===== src/rtl/riscv_v_pkg.sv =====
`default_nettype none
// +----------------------------------------------------------------------+
// | riscv_v_pkg : vector ISA constants (VLEN) and SEW encoding           |
// | Revision    : 1.0                                                    |
// +----------------------------------------------------------------------+
package riscv_v_pkg;

    localparam int VLEN  = 128;
    localparam int VLENB = VLEN / 8;
    localparam int VL_W  = $clog2(VLENB) + 1;

    typedef enum logic [1:0] {
        SEW_8  = 2'd0,
        SEW_16 = 2'd1,
        SEW_32 = 2'd2,
        SEW_64 = 2'd3
    } sew_e;

    // Number of elements of the given width that fit in one vector register.
    function automatic logic [VL_W-1:0] elems_per_reg(input sew_e s);
        return VL_W'(VLENB >> s);
    endfunction

endpackage
`default_nettype wire


===== src/rtl/dragonfang_pkg.sv =====
`default_nettype none
// +----------------------------------------------------------------------+
// | dragonfang_pkg : shared datapath types for the vector back end       |
// | Revision       : 1.0                                                 |
// +----------------------------------------------------------------------+
package dragonfang_pkg;
    import riscv_v_pkg::*;

    typedef struct packed {
        logic [VLEN-1:0]  data;
        logic [4:0]       address;
        logic [VLENB-1:0] byte_enable;
    } writeback_entry_t;

endpackage
`default_nettype wire


===== src/rtl/vector_byte_enable_generator.sv =====
`default_nettype none
// +----------------------------------------------------------------------+
// | vector_byte_enable_generator : per-byte write enables from sew/vl/v0 |
// | Revision                     : 1.0                                   |
// +----------------------------------------------------------------------+
module vector_byte_enable_generator
    import riscv_v_pkg::*;
(
    input  logic [1:0]       sew,
    input  logic [VL_W-1:0]  vl,
    input  logic             vm,
    input  logic [VLENB-1:0] v0_mask,
    output logic [VLENB-1:0] byte_enable
);

    logic [VL_W-1:0] max_elems;
    logic [VL_W-1:0] vl_eff;
    logic [VL_W-1:0] elem;

    always_comb begin
        byte_enable = '0;
        elem        = '0;
        max_elems   = elems_per_reg(sew_e'(sew));
        vl_eff      = (vl > max_elems) ? max_elems : vl;
        // Byte j belongs to element j >> sew; tail and masked-off bytes stay disabled.
        for (int j = 0; j < VLENB; j++) begin
            elem           = VL_W'(j) >> sew;
            byte_enable[j] = (elem < vl_eff) && (vm || v0_mask[elem[VL_W-2:0]]);
        end
    end

endmodule
`default_nettype wire


===== src/rtl/vector_result_writeback_unit.sv =====
`default_nettype none
// +----------------------------------------------------------------------+
// | vector_result_writeback_unit : result FIFO feeding the VRF write port|
// | Revision                     : 1.0                                   |
// +----------------------------------------------------------------------+
module vector_result_writeback_unit
    import riscv_v_pkg::*;
    import dragonfang_pkg::*;
#(
    parameter int DEPTH = 2
) (
    input  logic             clock,
    input  logic             reset_n,
    input  logic             result_valid,
    output logic             result_ready,
    input  logic [VLEN-1:0]  vd,
    input  logic [4:0]       vd_address,
    input  logic [1:0]       sew,
    input  logic [VL_W-1:0]  vl,
    input  logic             vm,
    input  logic [VLENB-1:0] v0_mask,
    output logic             vrf_write_enable,
    input  logic             vrf_write_ready,
    output logic [4:0]       vrf_write_address,
    output logic [VLEN-1:0]  vrf_write_data,
    output logic [VLENB-1:0] vrf_byte_enable,
    output logic             writeback_done,
    output logic [4:0]       writeback_done_address
);

    localparam int PTR_W = $clog2(DEPTH);
    localparam int CNT_W = PTR_W + 1;

    writeback_entry_t entries_q [DEPTH];
    writeback_entry_t head;

    logic [PTR_W-1:0] wr_ptr_q, wr_ptr_d;
    logic [PTR_W-1:0] rd_ptr_q, rd_ptr_d;
    logic [CNT_W-1:0] count_q, count_d;
    logic [VLENB-1:0] push_byte_enable;
    logic             head_valid;
    logic             push;
    logic             pop;

    vector_byte_enable_generator u_byte_enable_generator (
        .sew         (sew),
        .vl          (vl),
        .vm          (vm),
        .v0_mask     (v0_mask),
        .byte_enable (push_byte_enable)
    );

    always_comb begin
        head_valid   = (count_q != '0);
        head         = entries_q[rd_ptr_q];
        result_ready = (count_q < CNT_W'(DEPTH));
        push         = result_valid && result_ready;
        // An entry with no active bytes retires without occupying the VRF port.
        pop          = head_valid && (vrf_write_ready || (head.byte_enable == '0));

        wr_ptr_d = wr_ptr_q + PTR_W'(push);
        rd_ptr_d = rd_ptr_q + PTR_W'(pop);
        count_d  = count_q + CNT_W'(push) - CNT_W'(pop);

        vrf_write_enable       = head_valid && (head.byte_enable != '0);
        vrf_write_address      = head_valid ? head.address     : '0;
        vrf_write_data         = head_valid ? head.data        : '0;
        vrf_byte_enable        = head_valid ? head.byte_enable : '0;
        writeback_done         = pop;
        writeback_done_address = head_valid ? head.address     : '0;
    end

    always_ff @(posedge clock or negedge reset_n) begin
        if (!reset_n) begin
            wr_ptr_q <= '0;
            rd_ptr_q <= '0;
            count_q  <= '0;
        end else begin
            wr_ptr_q <= wr_ptr_d;
            rd_ptr_q <= rd_ptr_d;
            count_q  <= count_d;
        end
    end

    always_ff @(posedge clock) begin
        if (push) begin
            entries_q[wr_ptr_q] <= '{data: vd, address: vd_address, byte_enable: push_byte_enable};
        end
    end

endmodule
`default_nettype wire


===== config.mk =====
export PLATFORM = sky130hd
export DESIGN_NAME = vector_result_writeback_unit
export DESIGN_NICKNAME = d
export VERILOG_FILES = /design/src/rtl/riscv_v_pkg.sv /design/src/rtl/dragonfang_pkg.sv /design/src/rtl/vector_byte_enable_generator.sv /design/src/rtl/vector_result_writeback_unit.sv
export SDC_FILE = /design/constraint.sdc
export NUM_CORES = 1
export LEC_CHECK = 0
export CAP_MARGIN = 10
export CORE_MARGIN = 4
export CORE_UTILIZATION = 25
export DETAILED_ROUTE_END_ITERATION = 8
export GPL_ROUTABILITY_DRIVEN = 0
export SLEW_MARGIN = 20
export SYNTH_ARGS = -nofsm -noshare
export SYNTH_HDL_FRONTEND = slang
export SYNTH_SLANG_ARGS = --single-unit

===== constraint.sdc =====
create_clock -name clock -period 9.3 [get_ports clock]
set_clock_uncertainty 0.15 [all_clocks]
set_input_delay 2.325 -clock clock [delete_from_list [all_inputs] [get_ports clock]]
set_output_delay 2.325 -clock clock [all_outputs]
set_load 0.02 [all_outputs]

Yosys cells after proc, flatten, opt, wreduce, memory -nomap -nowiden
Memories as Yosys holds them, arrays and structs flattened. Cells that the tools add are included. W data, S select, Z words.

Magnitude comparators: 34. Add/subtract/negate cells: 4. Reduce and logical (&&, ||, !) cells: 39. Shifts and indexed selects: 17. Mux-type cells: 38.

Operator list (number): $mux W128 (1); $lt A4 B5 Y1 const B (16); $lt A5 B5 Y1 (16); $bmux W1 S4 (16); $shr A4 B2 Y5 const A (8); $shr A3 B2 Y5 const A (4); $logic_and A1 B1 Y1 (19); $mux W1 (18); $logic_or A1 B1 Y1 (17); $logic_not A16 Y1 (1); $mux W16 (1); $reduce_bool A16 Y1 (1); $mux W5 (2); $shr A1 B2 Y5 const A (2); $shr A2 B2 Y5 const A (2); $gt A5 B5 Y1 (1); $shr A5 B2 Y5 const A (1); $add A1 B1 Y1 (2); $add A2 B1 Y2 (1); $lt A2 B2 Y1 const B (1); $reduce_bool A2 Y1 (1); $sub A2 B1 Y2 (1).

Flip-flop bits (word level): 4. Memories: 1. Memory bits (writable): 298. Output and inout bits: 157. Bits of input ports: 161.

Memories: entries_q (words 2, width 149, read ports 1, clocked after memory_dff 0, write ports 1, RTL line vector_result_writeback_unit.sv:34) `writeback_entry_t entries_q [DEPTH];`.

Logic depth before layout (Yosys ltp)
Gate-level depths: netlist (run 1).

Depth in word-level cells: 5. Mapped depth: 20. Gate-level depth less buffers: 14.

Modules after synthesis
Synthesis (run 1) repeated with hierarchy kept, for this count alone.

Cells, all modules: 860. Area total of the unflattened synthesis: 13430.4 um^2.

By module, submodules not included: vector_result_writeback_unit (cells an instance 668, area each 11648.7 um^2, seq. area each 9048.7 um^2, instances 1); vector_byte_enable_generator (cells an instance 192, area each 1781.7 um^2, seq. area each 0.0 um^2, instances 1).

Worst setup path before layout (run 1)
OpenSTA, ideal clock, no wires.

Path kind: input to register. Start: input port result_valid. End: memory entries_q[1][0] (netlist name) (enable). Path slack: 2.695 ns. Cell stages on the path: 3. Library setup time: 0.527 ns. Arrival time: 5.928 ns. Path through: nand2_1 > inv_1 > ha_1.

Cells in the longest elaborated chain, start to end: 3.

Ends and longest elaborated chain: start, declared (RTL line vector_result_writeback_unit.sv:14) `input logic result_valid,`; $logic_and A1 B1 Y1 (RTL line vector_result_writeback_unit.sv:57) `push = result_valid && result_ready;`; $mux W1 (RTL line vector_result_writeback_unit.sv:86) `if (push) begin`; $mux W1 (implied by the code) (RTL line vector_result_writeback_unit.sv:87) `entries_q[wr_ptr_q] <= '{data: vd, address: vd_address, byte_enable: push_byte_enable};`; end, declared (RTL line vector_result_writeback_unit.sv:34).

No other way between the ends.

Worst setup path in the final report (run 1)
Start: input port sew[1]. End: memory entries_q[1][8] (netlist name) (data pin).

Cells in the longest elaborated chain, start to end: 5. Elaborated cells between the ends (all ways): 9.

Ends and longest elaborated chain: start, declared (RTL line vector_result_writeback_unit.sv:18) `input logic [1:0] sew,`; $shr A5 B2 Y5 / $shr A4 B2 Y5 (equally long branches) (RTL line riscv_v_pkg.sv:21, vector_byte_enable_generator.sv:27); $gt A5 B5 Y1 / $bmux W1 S4 (equally long branches) (RTL line vector_byte_enable_generator.sv:24, vector_byte_enable_generator.sv:28); $mux W5 / $mux W1 (equally long branches) (RTL line vector_byte_enable_generator.sv:24, vector_byte_enable_generator.sv:28); $lt A5 B5 Y1 / $logic_or A1 B1 Y1 (equally long branches) (RTL line vector_byte_enable_generator.sv:28) `byte_enable[j] = (elem < vl_eff) && (vm || v0_mask[elem[VL_W-2:0]]);`; $logic_and A1 B1 Y1 * (RTL line vector_byte_enable_generator.sv:28); via push_byte_enable[8] (RTL line vector_result_writeback_unit.sv:40) `logic [VLENB-1:0] push_byte_enable;`.

The timed path passes the listed nets; every way through them passes the cells marked *. The select of a mux whose other input is x is not followed.

==> out/results.tsv, run 1 <==
stage	metric	value	unit
outcome	run status	finished clean	
setup_path	Top delay family on crit path	adder cells	
placement	placed insts	1845	
sta	minimum clock period	6.95	ns
cts	Clk Latency, worst-skew pair	0.52	ns
yosys	Synth cell types	52	
floorplanning	Die ar.	57300	µm²
sta	Final Hold Vio Count	0	
floorplanning	io pins	318	
final_layout	most frequent cells in the layout	clkdlybuf4s50_1, edfxtp_1, nor2_1, mux2i_1, clkbuf_16	
sta	Setup TNS Final	0	ns
grt	first-pass GRT wire length	52600	µm
cts	Inserted Clock Buffers	36	
cts	clock sink count	302	
floorplanning	die width	239	µm
yosys	Post-synth ARST share	0.0132	
pwr	Int Pwr	3650	µW
cts	H-Tree Depth	2	
final_layout	Layout Utilization	0.347	
cts	Post-CTS Setup Bufs	0	
drt	Avg WL per Cell	18.6	µm
floorplanning	core area	52800	µm²
sta	max frequency	144	MHz
setup_path	CP peak stage delay	0.97	ns
cts	Hold Buf Count CTS	0	
final_layout	Fillers	5123	
sta	setup violators final	0	
pwr	Max IR drop VDD	0.169	mV
grt	initial antenna violation count	1	
grt	largest net degree at the start of global routing	123	
drt	drt pass-1 iters	5	
sta	Slew HR	0.295	
job	MaxCap Viol Count	0	
cts	Clk Tree Root Cell	clkbuf_16	
setup_path	slowest stage cell, crit path	clkdlybuf4s50_1	
cts	Worst-path clk slew	0.06	ns
yosys	Yosys reg bits	302	
sta	final worst path period share	0.747	
pwr	PwrDens	311	nW/µm²
cts	CTS tree	built	
sta	RSZ-0062 raised after global routing	false	
pwr	Leakage	0.00648	µW
sta	slew of the pin with the lowest slew margin	1.06	ns
setup_path	CP most frequent cell	ha_1	
final_layout	FF/Latch Area	9050	µm²
yosys	Cell Area, Synth	13400	µm²
final_layout	area of the multi-input gates	3970	µm²
final_layout	Nets	1380	
floorplanning	initial core utilization	0.254	
yosys	cell count after synthesis	888	
grt	gr ovfl total	0	
setup_path	CP arrival	7.11	ns
yosys	sequential cell area fraction in the yosys report	0.677	
pwr	Clk pwr share	0.233	
yosys	syn nets	1073	
final_layout	Antenna Cells	0	
grt	number of global-route vias before repair	8656	
drt	number of DRC violations after detailed routing	0	
pwr	sequential share of power	0.333	
sta	final max-slew violation count	0	
drt	initial DRC count	546	
setup_path	critical path peak fanout	17	
setup_path	crit path cell chain	clkdlybuf4s50_1 -> ha_1 -> inv_1 -> ha_1 -> o21ai_1 -> a22o_1 -> or2_1 -> nor2_1 -> a21oi_1 -> ha_1 -> a21o_1 -> a21oi_1 -> nor2_1 -> a211oi_1	
drt	vias	8555	
yosys	Syn. warnings	0	
yosys	number of synthesized flops with an enable pin	298	
pwr	Gate power share	0.434	
placement	hpwl dp	23800	µm
placement	# port buffers	317	
setup_path	Worst setup SP type	input port	
grt	GR Util All Layers	0.118	
cts	Clock Tree Buf Depth	3	
final_layout	share of cells above drive strength 1	0.0738	
floorplanning	FP Rows	84	
setup_path	Critical Path End Type	flop	
pwr	Net Switching	2040	µW
setup_path	Crit path buffers/inverters	2	
yosys	Syn Area/Cell	15.1	µm²
drt	Via-to-Cell Ratio	4.48	
setup_path	worst setup path class	input port to flop	
final_layout	commonest non-fill, non-tap cell in the layout	clkdlybuf4s50_1	
final_layout	Layout area overhead	36.8	%
drt	post-route ant nets	0	
pwr	Sw Ratio	0.359	
drt	WL final	35600	µm
floorplanning	Vert. Die Dim	239	µm
final_layout	Final Instance Count excl. Fillers	1908	
cts	Resized Gates After CTS	0	
setup_path	Crit path required time	9.47	ns
yosys	main flop type after synthesis	edfxtp_1	
min_path	Hold WC Path Type	flop to flop	
power groups by stage:
| stage | clock (µW) | combinational [µW] | sequential (µW) |
|---|---|---|---|
| 2_1_floorplan | 0 | 1400 | 1910 |
| 3_3_place_gp | 0 | 2500 | 1920 |
| 3_5_place_dp | 0 | 2510 | 1930 |
| 4_1_cts | 1380 | 2520 | 1900 |
| 5_1_grt | 1430 | 2640 | 1920 |
| 6_report | 1330 | 2470 | 1900 |
path summary, 6_finish.rpt:
path,start,to,slack [ns],depth (start not counted)
max,sew[1],entries_q[1][8],2.35,14
min,count_q[1],count_q[1],0.41,1
max reg2reg,entries_q[1][3],count_q[1],6.68,10
min reg2reg,count_q[1],count_q[1],0.41,1
max in group asynchronous,reset_n,rd_ptr_q,6.92,1
min in group asynchronous,reset_n,count_q[0],1.87,1
cell type report:
| cell class | count | area share |
|---|---|---|
| clock buffer | 39 | 0.0499 |
| inverter | 12 | 0.00246 |
| clock inverter | 24 | 0.0111 |
| tap | 688 | 0.0471 |
| multi-input combinational | 517 | 0.217 |
| sequential | 302 | 0.495 |
| timing repair buffer | 326 | 0.178 |
worst reg2reg max path: stages, from the launching register on:
cell and delay (ns):
edfxtp_1 0.39, nor4_1 0.45, nand4_1 0.32, mux2i_1 0.29
nor2_1 0.06, nor2_1 0.16, ha_1 0.27, inv_1 0.06
ha_1 0.14, xnor2_1 0.14, xnor2_1 0.14
sequential cells by signal, summed over array words and instances (netlist names):
signal	cells
count_q	2
entries_q	298
rd_ptr_q	1
wr_ptr_q	1
cells in the mapped netlist (3+ instances only):
cell type	number	area, µm²
a211o_1	3	26.3
nand3_1	4	20.0
mux2i_1	157	1570
nor2b_1	5	31.3
a211oi_1	8	60.1
and2_1	6	37.5
nor2_1	175	657
o21ai_0	11	55.1
inv_1	11	41.3
edfxtp_1	298	8950
a21o_1	4	30.0
nor4_1	8	50.1
buf_6	4	45.0
ha_1	24	300
mux4_2	14	315
buf_4	5	37.5
a31oi_1	6	37.5
a21oi_1	23	115
mux4_1	7	184
clkbuf_1	21	78.8
clkbuf_8	4	55.1
dfrtp_1	4	100
buf_2	21	105
nand2_1	15	56.3
mux2_2	9	101
nor3_1	4	20.0
nand2b_1	4	25.0
metal layers:
metal | vias up | GRT usage | part of all wire
met5 | - | 0 | 0
met4 | 0 | 0.0332 | 0.023
met3 | 46 | 0.0348 | 0.076
met2 | 296 | 0.195 | 0.48
met1 | 4240 | 0.152 | 0.42
li1 | 3973 | - | -
logic make-up (layout without fill, tap and decap cells):
logic type      count (synthesis)  after routing  share of synthesized area
simple gates                  231            231                     0.0730
xor+xnor                        2              2                    0.00131
flops                         302            302                      0.677
compound gates                 73             73                     0.0352
fa+ha+maj                      24             24                     0.0225
buf+inv                        69            401                     0.0292
mux                           187            187                      0.162
through the flow:
step	worst slack (ns)	area, µm²	hold WS [ns]	power [µW]
2_1_floorplan	2.69	13400	0.317	3300
3_3_place_gp	2.02	17200	0.387	4420
3_5_place_dp	1.85	17200	0.393	4440
4_1_cts	2.41	18300	0.404	5800
5_1_grt	1.99	18300	0.413	6000
6_report	2.35	18300	0.408	5700
Power figures use the tool's default switching activity.
==> inputs of run 2 (changes only) <==
clock period = 5.8 ns   (was 9.3 ns; I/O delays follow)
==> out/results.tsv, run 2 (same netlist as run 1, synthesis figures left out) <==
stage	metric	value	unit	change
outcome	run status	finished clean		
setup_path	worst setup path class	input port to flop		
final_layout	commonest non-fill, non-tap cell in the layout	clkdlybuf4s50_1		
sta	Final WS setup	0.790	ns	-1.56 ns
setup_path	critical path peak fanout	10		-7
placement	Setup WS pre-CTS	0.307	ns	-1.55 ns
setup_path	CP peak stage delay	0.68	ns	-0.29 ns
pwr	Clk pwr share	0.239		+0.006
pwr	PwrDens	500	nW/µm²	+60%
sta	Slew HR	0.352		+0.0578
pwr	Int Pwr	5940	µW	+63%
sta	final worst path period share	0.864		
final_layout	Layout Utilization	0.350		+0.00304
final_layout	Nets	1388		+0.58%
sta	Setup TNS Final	0	ns	unchanged
setup_path	Critical Path End Type	flop		
cts	Worst-path clk slew	0.05	ns	about the same
pwr	Leakage	0.00654	µW	+0.92%
cts	Hold Buf Count CTS	0		unchanged
pwr	sequential share of power	0.331		-0.002
sta	RSZ-0062 raised after global routing	false		
setup_path	Crit path buffers/inverters	3		+1
drt	Via-to-Cell Ratio	4.44		-0.89%
sta	setup violators final	0		unchanged
drt	WL final	35200	µm	-0.94%
sta	final max-slew violation count	0		unchanged
sta	slew of the pin with the lowest slew margin	0.971	ns	-0.0866 ns
drt	number of DRC violations after detailed routing	0		unchanged
floorplanning	FP Rows	84		unchanged
grt	largest net degree at the start of global routing	135		+9.8%
grt	number of global-route vias before repair	8730		+0.85%
setup_path	crit path cell chain	clkdlybuf4s50_1 -> inv_1 -> ha_1 -> inv_1 -> ha_1 -> o21ai_1 -> a22o_1 -> or2_1 -> nor2_1 -> a21oi_1 -> ha_1 -> a21o_1 -> a21oi_1 -> nor2_1 -> a211oi_1		
drt	vias	8514		-0.48%
drt	post-route ant nets	0		unchanged
setup_path	slowest stage cell, crit path	clkdlybuf4s50_1		
floorplanning	Vert. Die Dim	239	µm	unchanged
cts	Clk Latency, worst-skew pair	0.52	ns	about the same
floorplanning	core area	52800	µm²	unchanged
placement	hpwl dp	23700	µm	-0.24%
floorplanning	Die ar.	57300	µm²	unchanged
final_layout	max FFs per register	298		unchanged
final_layout	most frequent cells in the layout	clkdlybuf4s50_1, edfxtp_1, nor2_1, mux2i_1, clkbuf_16		
grt	initial antenna violation count	3		+2
cts	CTS tree	built		
cts	Inserted Clock Buffers	36		unchanged
setup_path	CP arrival	5.17	ns	-1.94 ns
pwr	total power	9220	µW	+62%
cts	Clk Tree Root Cell	clkbuf_16		
floorplanning	initial core utilization	0.254		unchanged
final_layout	share of cells above drive strength 1	0.0822		+0.00848
pwr	Sw Ratio	0.356		-0.00266
drt	drt pass-1 iters	5		unchanged
final_layout	Largest regs	entries_q (298), count_q (2)		
setup_path	Crit path required time	5.96	ns	-3.51 ns
cts	Resized Gates After CTS	0		unchanged
sta	max frequency	200	MHz	
cts	H-Tree Depth	2		unchanged
min_path	Hold WC Path Type	flop to flop		
final_layout	Antenna Cells	0		unchanged
final_layout	Layout area overhead	38.0	%	
setup_path	CP most frequent cell	ha_1		
job	MaxCap Viol Count	0		unchanged
cts	Clock Tree Buf Depth	3		unchanged
setup_path	Worst setup SP type	input port		
pwr	Net Switching	3280	µW	+61%
sta	minimum clock period	5.01	ns	
cts	Post-CTS Setup Bufs	0		unchanged
setup_path	Top delay family on crit path	compound AO/OA/AOI/OAI gates		
grt	first-pass GRT wire length	52400	µm	-0.43%
drt	Avg WL per Cell	18.4	µm	-1.4%
drt	initial DRC count	477		-13%
placement	# port buffers	317		unchanged
floorplanning	die width	239	µm	unchanged
pwr	Gate power share	0.430		-0.004
cts	clock sink count	302		unchanged
pwr	Max IR drop VDD	0.227	mV	+34%
sta	Final Hold Vio Count	0		unchanged
grt	gr ovfl total	0		unchanged
floorplanning	io pins	318		unchanged
final_layout	Top reg by flops	entries_q		
grt	GR Util All Layers	0.117		-0.000954
run 2: cell count changes in the layout (fill, tap and decap cells not counted), sizes merged:
| cell | previous run | this run |
|---|---|---|
| buf | 9 | 17 |
| clkinv | 21 | 13 |
| clkbuf | 39 | 44 |
| clkinvlp | 0 | 4 |
| inv | 12 | 11 |
run 2: layer usage:
layer,part of all wire,up-vias,track usage
li1,-,3989,-
met1,0.42,4212,0.149
met2,0.49,267,0.195
met3,0.074,42,0.0367
met4,0.016,4,0.0285
met5,0.00091,-,0
run 2: cell type report:
| type | instances | area, µm² |
|---|---|---|
| fill | 5105 | 34300 |
| sequential | 302 | 9050 |
| multi-input combinational | 517 | 3970 |
| timing repair buffer | 334 | 3360 |
| clock buffer | 44 | 973 |
| tap | 688 | 861 |
| clock inverter | 19 | 191 |
| inverter | 12 | 45.0 |
run 2: path summary, 6_finish.rpt:
path	startpoint	to	slack, ns	cells after the start
max in group asynchronous	reset_n	rd_ptr_q	4.28	1
worst max-delay path	sew[0]	entries_q[0][8]	0.79	15
worst min-delay path	count_q[1]	count_q[1]	0.42	1
worst min register to register	count_q[1]	count_q[1]	0.42	1
min in group asynchronous	reset_n	count_q[0]	1.00	1
worst max register to register	entries_q[1][3]	count_q[1]	2.94	10
run 2: power groups by stage:
| stage | clock network [µW] | logic [µW] | registers [µW] |
|---|---|---|---|
| detailed placement | 0 | 4040 | 3100 |
| CTS | 2290 | 4050 | 3060 |
| global route | 2380 | 4240 | 3090 |
| global placement | 0 | 4030 | 3090 |
| floorplan | 0 | 2240 | 3060 |
| finish | 2200 | 3970 | 3050 |
run 2: stage by stage:
| step | hold WS, ns | area, µm² | instances |
|---|---|---|---|
| finish | 0.415 | 18500 | 1916 |
| global route | 0.436 | 18500 | 1916 |
| CTS | 0.418 | 18500 | 1916 |
| detailed placement | 0.406 | 17300 | 1853 |
| global placement | 0.393 | 17300 | 1853 |
| floorplan | 0.317 | 13400 | 888 |
==> inputs of run 3 (changes only) <==
SKIP_CTS_REPAIR_TIMING = 1   (was default)
==> results of run 3 <==
No change in the layout: final DEF, timing and power equal those of run 2.
